===== src/rtl/kbd_tone_gen_pkg.sv =====
// Shared types and constants for the keyboard tone generator and any other
// key-driven blocks: FSM states, PS/2 set-2 codes and note phase increments.
package kbd_tone_pkg;
    localparam int PHASE_W  = 16;
    localparam int SAMPLE_W = 16;
    localparam int ENV_W    = 16;

    typedef enum logic [1:0] {IDLE, ATTACK, SUSTAIN, RELEASE} state_t;

    localparam logic [7:0] KEY_A = 8'h1C;
    localparam logic [7:0] KEY_S = 8'h1B;
    localparam logic [7:0] KEY_D = 8'h23;
    localparam logic [7:0] KEY_F = 8'h2B;
    localparam logic [7:0] KEY_G = 8'h34;
    localparam logic [7:0] KEY_H = 8'h33;
    localparam logic [7:0] KEY_J = 8'h3B;
    localparam logic [7:0] KEY_K = 8'h42;

    // round(f * 65536 / 48000) for C4..C5
    localparam logic [PHASE_W-1:0] INC_A = 16'd357;
    localparam logic [PHASE_W-1:0] INC_S = 16'd401;
    localparam logic [PHASE_W-1:0] INC_D = 16'd450;
    localparam logic [PHASE_W-1:0] INC_F = 16'd477;
    localparam logic [PHASE_W-1:0] INC_G = 16'd535;
    localparam logic [PHASE_W-1:0] INC_H = 16'd601;
    localparam logic [PHASE_W-1:0] INC_J = 16'd674;
    localparam logic [PHASE_W-1:0] INC_K = 16'd714;
endpackage


===== src/rtl/kbd_tone_gen_if.sv =====
// Sample-strobe / key input and audio-sample output bundle of the tone generator.
interface kbd_tone_gen_if;
    logic                                  sample_en;
    logic [7:0]                            key_8;
    logic signed [kbd_tone_pkg::SAMPLE_W-1:0] sample_out;
    logic                                  sample_valid;
    logic                                  note_on;
    logic [7:0]                            active_key;

    modport master (output sample_en, key_8,
                    input  sample_out, sample_valid, note_on, active_key);
    modport slave  (input  sample_en, key_8,
                    output sample_out, sample_valid, note_on, active_key);
endinterface


===== src/rtl/kbd_tone_gen_key_note_lut.sv =====
// Scan code to phase increment lookup; valid is low for any unmapped code.
module key_note_lut
    import kbd_tone_pkg::*;
(
    input  logic [7:0]         code,
    output logic               valid,
    output logic [PHASE_W-1:0] inc
);
    always_comb begin
        valid = 1'b1;
        inc   = '0;
        case (code)
            KEY_A:   inc = INC_A;
            KEY_S:   inc = INC_S;
            KEY_D:   inc = INC_D;
            KEY_F:   inc = INC_F;
            KEY_G:   inc = INC_G;
            KEY_H:   inc = INC_H;
            KEY_J:   inc = INC_J;
            KEY_K:   inc = INC_K;
            default: valid = 1'b0;
        endcase
    end
endmodule


===== src/rtl/kbd_tone_gen.sv =====
// Key-driven triangle tone generator: phase accumulator, ASR envelope FSM and a
// two-stage output pipeline (state update at T, sample registered for T+2).
module kbd_tone_gen
    import kbd_tone_pkg::*;
#(
    parameter logic [ENV_W-1:0] ATTACK_STEP  = 16'd64,
    parameter logic [ENV_W-1:0] RELEASE_STEP = 16'd16,
    parameter logic [ENV_W-1:0] LEVEL_MAX    = 16'd32767
) (
    input  logic           clk,
    input  logic           clr,
    kbd_tone_gen_if.slave  bus
);
    localparam int STAGES = 2;

    state_t                state_q, state_d;
    logic [PHASE_W-1:0]    phase_q, phase_d;
    logic [PHASE_W-1:0]    inc_q, inc_d;
    logic [ENV_W-1:0]      env_q, env_d;
    logic [7:0]            key_q, key_d;
    logic [SAMPLE_W-1:0]   sample_q, sample_d;
    logic [STAGES:1]       vld_pipe_q, vld_pipe_d;

    logic                  key_hit;
    logic [PHASE_W-1:0]    key_inc;
    logic [ENV_W-1:0]      env_up, env_dn;
    logic [15:0]           tri_u, tri_s;
    logic signed [31:0]    prod;

    key_note_lut u_lut (.code(bus.key_8), .valid(key_hit), .inc(key_inc));

    assign env_up = (env_q + ATTACK_STEP >= LEVEL_MAX) ? LEVEL_MAX : env_q + ATTACK_STEP;
    assign env_dn = (env_q > RELEASE_STEP) ? env_q - RELEASE_STEP : '0;

    always_comb begin
        state_d = state_q;
        phase_d = phase_q;
        inc_d   = inc_q;
        env_d   = env_q;
        key_d   = key_q;
        if (bus.sample_en) begin
            case (state_q)
                IDLE: begin
                    env_d = '0;
                    if (key_hit) begin
                        inc_d   = key_inc;
                        key_d   = bus.key_8;
                        state_d = ATTACK;
                    end
                end
                ATTACK, SUSTAIN: begin
                    if (!key_hit) begin
                        state_d = RELEASE;
                    end else if (bus.key_8 != key_q) begin
                        // retrigger keeps current env and phase, only the pitch changes
                        inc_d   = key_inc;
                        key_d   = bus.key_8;
                        state_d = ATTACK;
                    end else if (state_q == ATTACK) begin
                        env_d = env_up;
                        if (env_up == LEVEL_MAX) state_d = SUSTAIN;
                    end
                end
                RELEASE: begin
                    if (key_hit) begin
                        inc_d   = key_inc;
                        key_d   = bus.key_8;
                        state_d = ATTACK;
                    end else begin
                        env_d = env_dn;
                        if (env_dn == '0) begin
                            state_d = IDLE;
                            key_d   = '0;
                        end
                    end
                end
                default: state_d = IDLE;
            endcase
            phase_d = (state_d == IDLE) ? '0 : phase_q + inc_d;
        end
    end

    // Triangle from phase, then signed scale by the envelope (Q15).
    always_comb begin
        tri_u    = phase_q[15] ? ~{phase_q[14:0], 1'b0} : {phase_q[14:0], 1'b0};
        tri_s    = tri_u ^ 16'h8000;
        prod     = $signed({{16{tri_s[15]}}, tri_s}) * $signed({16'b0, env_q});
        sample_d = vld_pipe_q[1] ? SAMPLE_W'(prod >>> 15) : sample_q;
        vld_pipe_d = {vld_pipe_q[STAGES-1:1], bus.sample_en};
    end

    always_ff @(posedge clk) begin
        if (clr) begin
            state_q    <= IDLE;
            phase_q    <= '0;
            inc_q      <= '0;
            env_q      <= '0;
            key_q      <= '0;
            sample_q   <= '0;
            vld_pipe_q <= '0;
        end else begin
            state_q    <= state_d;
            phase_q    <= phase_d;
            inc_q      <= inc_d;
            env_q      <= env_d;
            key_q      <= key_d;
            sample_q   <= sample_d;
            vld_pipe_q <= vld_pipe_d;
        end
    end

    assign bus.sample_out   = sample_q;
    assign bus.sample_valid = vld_pipe_q[STAGES];
    assign bus.note_on      = (state_q == ATTACK) || (state_q == SUSTAIN);
    assign bus.active_key   = key_q;
endmodule


===== src/flat_wrapper.sv =====
// flat-port wrapper written by rule: the top's interface ports become plain ports
module kbd_tone_gen_flat import kbd_tone_pkg::*;
#(
    parameter logic [ENV_W-1:0] ATTACK_STEP  = 16'd64,
    parameter logic [ENV_W-1:0] RELEASE_STEP = 16'd16,
    parameter logic [ENV_W-1:0] LEVEL_MAX    = 16'd32767
)
  (clk, clr, bus_sample_en, bus_key_8, bus_sample_out, bus_sample_valid, bus_note_on, bus_active_key);
  kbd_tone_gen_if bus_i ();
  input  logic clk;
  input  logic clr;
  input wire logic [$bits(bus_i.sample_en)-1:0] bus_sample_en;
  input wire logic [$bits(bus_i.key_8)-1:0] bus_key_8;
  output wire logic [$bits(bus_i.sample_out)-1:0] bus_sample_out;
  output wire logic [$bits(bus_i.sample_valid)-1:0] bus_sample_valid;
  output wire logic [$bits(bus_i.note_on)-1:0] bus_note_on;
  output wire logic [$bits(bus_i.active_key)-1:0] bus_active_key;
  assign bus_i.sample_en = bus_sample_en;
  assign bus_i.key_8 = bus_key_8;
  assign bus_sample_out = bus_i.sample_out;
  assign bus_sample_valid = bus_i.sample_valid;
  assign bus_note_on = bus_i.note_on;
  assign bus_active_key = bus_i.active_key;
  kbd_tone_gen #(.ATTACK_STEP(ATTACK_STEP), .RELEASE_STEP(RELEASE_STEP), .LEVEL_MAX(LEVEL_MAX)) u_core (.clk(clk), .clr(clr), .bus(bus_i));
endmodule

===== config.mk =====
export PLATFORM = sky130hd
export DESIGN_NAME = kbd_tone_gen_flat
export DESIGN_NICKNAME = d
export VERILOG_FILES = /design/src/rtl/kbd_tone_gen_pkg.sv /design/src/rtl/kbd_tone_gen_if.sv /design/src/rtl/kbd_tone_gen_key_note_lut.sv /design/src/rtl/kbd_tone_gen.sv /design/src/flat_wrapper.sv
export SDC_FILE = /design/constraint.sdc
export NUM_CORES = 1
export LEC_CHECK = 0
export ABC_AREA = 1
export CAP_MARGIN = 20
export CORE_MARGIN = 4
export CORE_UTILIZATION = 65
export DETAILED_ROUTE_END_ITERATION = 10
export PLACE_DENSITY = 0.83
export SYNTH_ARGS = -nofsm -noshare
export SYNTH_HDL_FRONTEND = slang
export SYNTH_HIERARCHICAL = 1
export SYNTH_SLANG_ARGS = --single-unit

===== constraint.sdc =====
create_clock -name clk -period 9.8 [get_ports clk]
set_clock_uncertainty 0.15 [all_clocks]
set_input_delay 0.98 -clock clk [delete_from_list [all_inputs] [get_ports clk]]
set_output_delay 0.98 -clock clk [all_outputs]
set_load 0.02 [all_outputs]

==> Implementation_results.wiki <==
{| class="wikitable"
! Metric !! Value
|-
| Top cell type's share of synthesized area || 0.285
|-
| Final estimated routing congestion in global placement || approximately 1.0
|-
| Final clock period utilization by the worst path || 0.758
|-
| Maximum ir drop on the vdd rail || approximately 0.00017 V
|-
| Max H-tree Level || 3
|-
| Area taken by flip-flops and latches || around 0.0015 sq mm
|-
| Capturing point of the worst reg2reg path || u_core/bus.sample_out[13]
|-
| Sequential element share of the synthesized area || 0.112
|-
| Port Buffers || 36
|-
| Post-DR wirelength/cell || around 18 microns
|-
| Dominant cell type by area after synthesis || sky130_fd_sc_hd__fa_1
|-
| Total GRT Usage || 0.333
|-
| Worst-path maximum fanout || between 40 and 50
|-
| Fraction of layout cells with a size suffix above 1 || 0.0539
|-
| Count of yosys warnings during synthesis || 6
|-
| Async set-or-reset flop fraction in the synthesized netlist || 0
|-
| Result of the run || finished clean
|-
| EDFF count, synth || 0
|-
| Kind of path behind the tightest hold check || flop to flop
|-
| Clk sinks || 76
|-
| Most common cell on crit path || sky130_fd_sc_hd__nand2_1
|-
| Largest cells by area after synthesis || sky130_fd_sc_hd__fa_1, sky130_fd_sc_hd__ha_1, sky130_fd_sc_hd__dfxtp_1
|-
| Filler cell count || ~1.7k
|-
| PnR Total Power || about 1.1 mW
|-
| Remaining global-route overflow || 0
|-
| Vias in the first global route || 12.5k
|-
| Clock network latency to the later pin of the worst-skew pair || 0.35 ns
|-
| Type of the setup path with the least slack || flop to flop
|-
| Clock tree from TritonCTS || built
|-
| Initial drt markers || around 1.2k
|-
| Placed cell area || between 0.01 and 0.015 sq mm
|-
| TritonCTS Buffers || 9
|-
| Total of cells resized after clock tree synthesis || 0
|-
| Starting utilization of the core area || 0.667
|-
| Multi-input logic area || ~0.010 sq mm
|-
| Post-route cell area || between 0.01 and 0.015 sq mm
|-
| Clock root cell || sky130_fd_sc_hd__clkbuf_16
|-
| Initial antenna violation count || 1
|-
| Period minus WS final || about 7.4 ns
|-
| Arrival time of data at the critical path endpoint || about 7.5 ns
|-
| Via density || between 5 and 6
|-
| Standard-cell rows || 52
|-
| Total of hold buffers inserted after clock tree synthesis || 0
|-
| Total wire length || ~38 mm
|-
| Number of nets in the final layout || around 2.2k
|-
| Number of inserted diodes || 0
|-
| Unrepaired setup endpoints after global routing || false
|-
| Critical Path Slowest Stage Cell || sky130_fd_sc_hd__clkinv_1
|-
| Number of endpoints failing setup at the final stage || 0
|-
| Power density normalized to cell area || 79.5 mW/mm^2
|-
| Final antenna-violating net count || 0
|-
| Hold WS || between 0.3 and 0.4 ns
|-
| Number of optimization iterations in the first detailed-route pass || 8
|-
| Minimum setup slack among reg-to-reg paths || about 2.4 ns
|-
| Die footprint || between 0.02 and 0.025 sq mm
|-
| Total of flip-flops plus latches after synthesis || between 70 and 80
|-
| Number of cells on the worst hold path || 2
|-
| Normalized max-slew margin || 0.327
|-
| Post-CTS Setup Repair Bufs || 0
|-
| Final sum of negative setup slack || 0 ns
|-
| Slew at the pin with the worst max-slew slack || between 1 and 1.5 ns
|-
| Area of the mapped netlist || about 0.014 sq mm
|-
| WP data required || approximately 10 ns
|-
| Clock-pin slew on the worst setup and hold paths || ~0.06 ns
|-
| Slowest Stage Delay on Critical Path || ~0.5 ns
|-
| HPWL Detailed || a little over 30 mm
|-
| Buffers & Inverters on Critical Path || 7
|-
| Fmax achieved || ~0.13 GHz
|-
| Global-route wire length before repair || approximately 63 mm
|-
| Worst-case reg-to-reg path depth || 29
|-
| Via count || ~12k
|-
| Number of design rule violations left after detail routing || 0
|-
| Most used flip-flop cell after synthesis || sky130_fd_sc_hd__dfxtp_1
|-
| End of the worst hold path || u_core/bus.sample_out[9]
|-
| Top-Level Pins || 37
|-
| Startpoint of the tightest hold check path || u_core/bus.sample_out[9]
|-
| CP endpoint kind || flop
|-
| Final-report max-slew violation count || 0
|-
| Cells after synthesis || between 1.5k and 2k
|-
| Number of distinct library cells after synthesis || 50
|-
| Syn_area_per_cell || a little over 7 sq um
|-
| Overall die width || 153 microns
|-
| Placeable Area || a little over 0.02 sq mm
|-
| Area overhead of the layout relative to synthesis || 5.46%
|-
| Clock tree buffer depth || 2
|-
| Kind of cell with the highest combined delay on the critical path || adder cells
|-
| Category of the worst setup path launch point || flop
|-
| Maximum number of pins on one net before global-route repair || 47
|-
| Endpoints failing hold || 0
|-
| MaxCap Viol Count || 0
|-
| Worst R2R Start || u_core/phase_q[15]
|-
| Chip height || between 150 and 200 microns
|-
| Leakage component of the power || 7.50 nW
|}
-- layer usage --
| layer | GRT usage | vias up | wire length (microns) |
|---|---|---|---|
| met4 | 0.156 | 2 | 2170 |
| met5 | 0 | - | 12 |
| met3 | 0.0934 | 156 | 4460 |
| met2 | 0.517 | 700 | 16900 |
| li1 | - | 5683 | - |
| met1 | 0.434 | 5712 | 14700 |
-- synth_stat cells (3+ instances only) --
| cell | count |
|---|---|
| sky130_fd_sc_hd__inv_2 | 7 |
| sky130_fd_sc_hd__nand4_1 | 11 |
| sky130_fd_sc_hd__nor4_1 | 3 |
| sky130_fd_sc_hd__o21bai_1 | 3 |
| sky130_fd_sc_hd__o21ai_0 | 75 |
| sky130_fd_sc_hd__nand2_2 | 17 |
| sky130_fd_sc_hd__ha_1 | 133 |
| sky130_fd_sc_hd__nand3_1 | 33 |
| sky130_fd_sc_hd__buf_6 | 4 |
| sky130_fd_sc_hd__clkbuf_1 | 56 |
| sky130_fd_sc_hd__a21oi_1 | 110 |
| sky130_fd_sc_hd__buf_4 | 9 |
| sky130_fd_sc_hd__a211oi_1 | 5 |
| sky130_fd_sc_hd__or2_2 | 20 |
| sky130_fd_sc_hd__nand3_2 | 3 |
| sky130_fd_sc_hd__a21o_1 | 3 |
| sky130_fd_sc_hd__buf_2 | 5 |
| sky130_fd_sc_hd__xor2_1 | 22 |
| sky130_fd_sc_hd__a32oi_1 | 4 |
| sky130_fd_sc_hd__nand2_1 | 387 |
| sky130_fd_sc_hd__a31oi_1 | 10 |
| sky130_fd_sc_hd__clkinv_1 | 11 |
| sky130_fd_sc_hd__nor3_1 | 20 |
| sky130_fd_sc_hd__nor2_2 | 8 |
| sky130_fd_sc_hd__o211ai_1 | 12 |
| sky130_fd_sc_hd__fa_1 | 194 |
| sky130_fd_sc_hd__xnor2_1 | 8 |
| sky130_fd_sc_hd__dfxtp_1 | 76 |
| sky130_fd_sc_hd__a21oi_2 | 11 |
| sky130_fd_sc_hd__nor2_1 | 203 |
| sky130_fd_sc_hd__inv_1 | 391 |
| sky130_fd_sc_hd__o21ai_1 | 5 |
-- how the worst max path moves through the flow --
| stage | startpoint | end | slack, ns | cells past startpoint |
|---|---|---|---|---|
| after CTS | u_core/phase_q[15] | u_core/bus.sample_out[13] | 2.60 | 29 |
| after global routing | u_core/phase_q[15] | u_core/bus.sample_out[13] | 2.10 | 28 |
| after floorplan | u_core/phase_q[15] | u_core/bus.sample_out[14] | 3.45 | 27 |
| after global placement | u_core/phase_q[15] | u_core/bus.sample_out[13] | 2.72 | 29 |
| final | u_core/phase_q[15] | u_core/bus.sample_out[13] | 2.37 | 29 |
| after detailed placement | u_core/phase_q[15] | u_core/bus.sample_out[13] | 2.61 | 29 |
-- through the flow --
stage	std cells	utilization	setup slack (ns)
2_1_floorplan	1889	-	3.45
5_1_grt	2144	0.704	2.10
6_report	2144	0.704	2.37
3_3_place_gp	2129	0.688	2.72
4_1_cts	2144	0.704	2.60
3_5_place_dp	2129	0.688	2.61
-- cell usage in the layout (no fill, tap or decap), drive strengths merged, types with 12 or more instances in the layout --
| master | n |
|---|---|
| or2 | 20 |
| ha | 133 |
| nor2 | 212 |
| o21ai | 81 |
| fa | 194 |
| nand2 | 405 |
| a21oi | 121 |
| nor3 | 22 |
| inv | 399 |
| o211ai | 12 |
| clkdlybuf4s50 | 35 |
| clkinv | 12 |
| xor2 | 23 |
| nand3 | 36 |
| dfxtp | 76 |
-- sequential cells by signal (all words and copies together) (netlist names) --
register               cells
u_core/inc_q              16
u_core/state_q             2
u_core/phase_q            16
u_core/env_q              16
u_core/vld_pipe_q          2
u_core/bus.sample_out     16
u_core/bus.active_key      8
-- tightest hold or removal path, delay by kind of cell (launching register included) --
| family | cells | cell delay (ns) |
|---|---|---|
| flip-flops | 1 | 0.33 |
| AO/OA/AOI/OAI | 1 | 0.08 |
| buffers and inverters | 1 | 0.05 |
-- area by class of cell --
| cell class | instances | area share |
|---|---|---|
| Clock inverter | 5 | 0.00592 |
| Inverter | 409 | 0.107 |
| Clock buffer | 10 | 0.0166 |
| Multi-Input combinational cell | 1328 | 0.711 |
| Tap cell | 270 | 0.0235 |
| Sequential cell | 76 | 0.106 |
| Timing Repair Buffer | 46 | 0.0299 |
-- power by group --
part	total, mW	switching [mW]	internal (mW)
sequential	0.345	0.0169	0.328
combinational	0.432	0.288	0.144
clock	0.365	0.136	0.230
-- logic make-up after synthesis --
kind of cell	after synthesis	synth area share
xor+xnor	31	0.0205
flops	76	0.112
compound gates	251	0.104
simple gates	713	0.217
other cells	1	0.000275
buf+inv	485	0.140
fa+ha+maj	327	0.407
(Power assumes the default switching activity.)
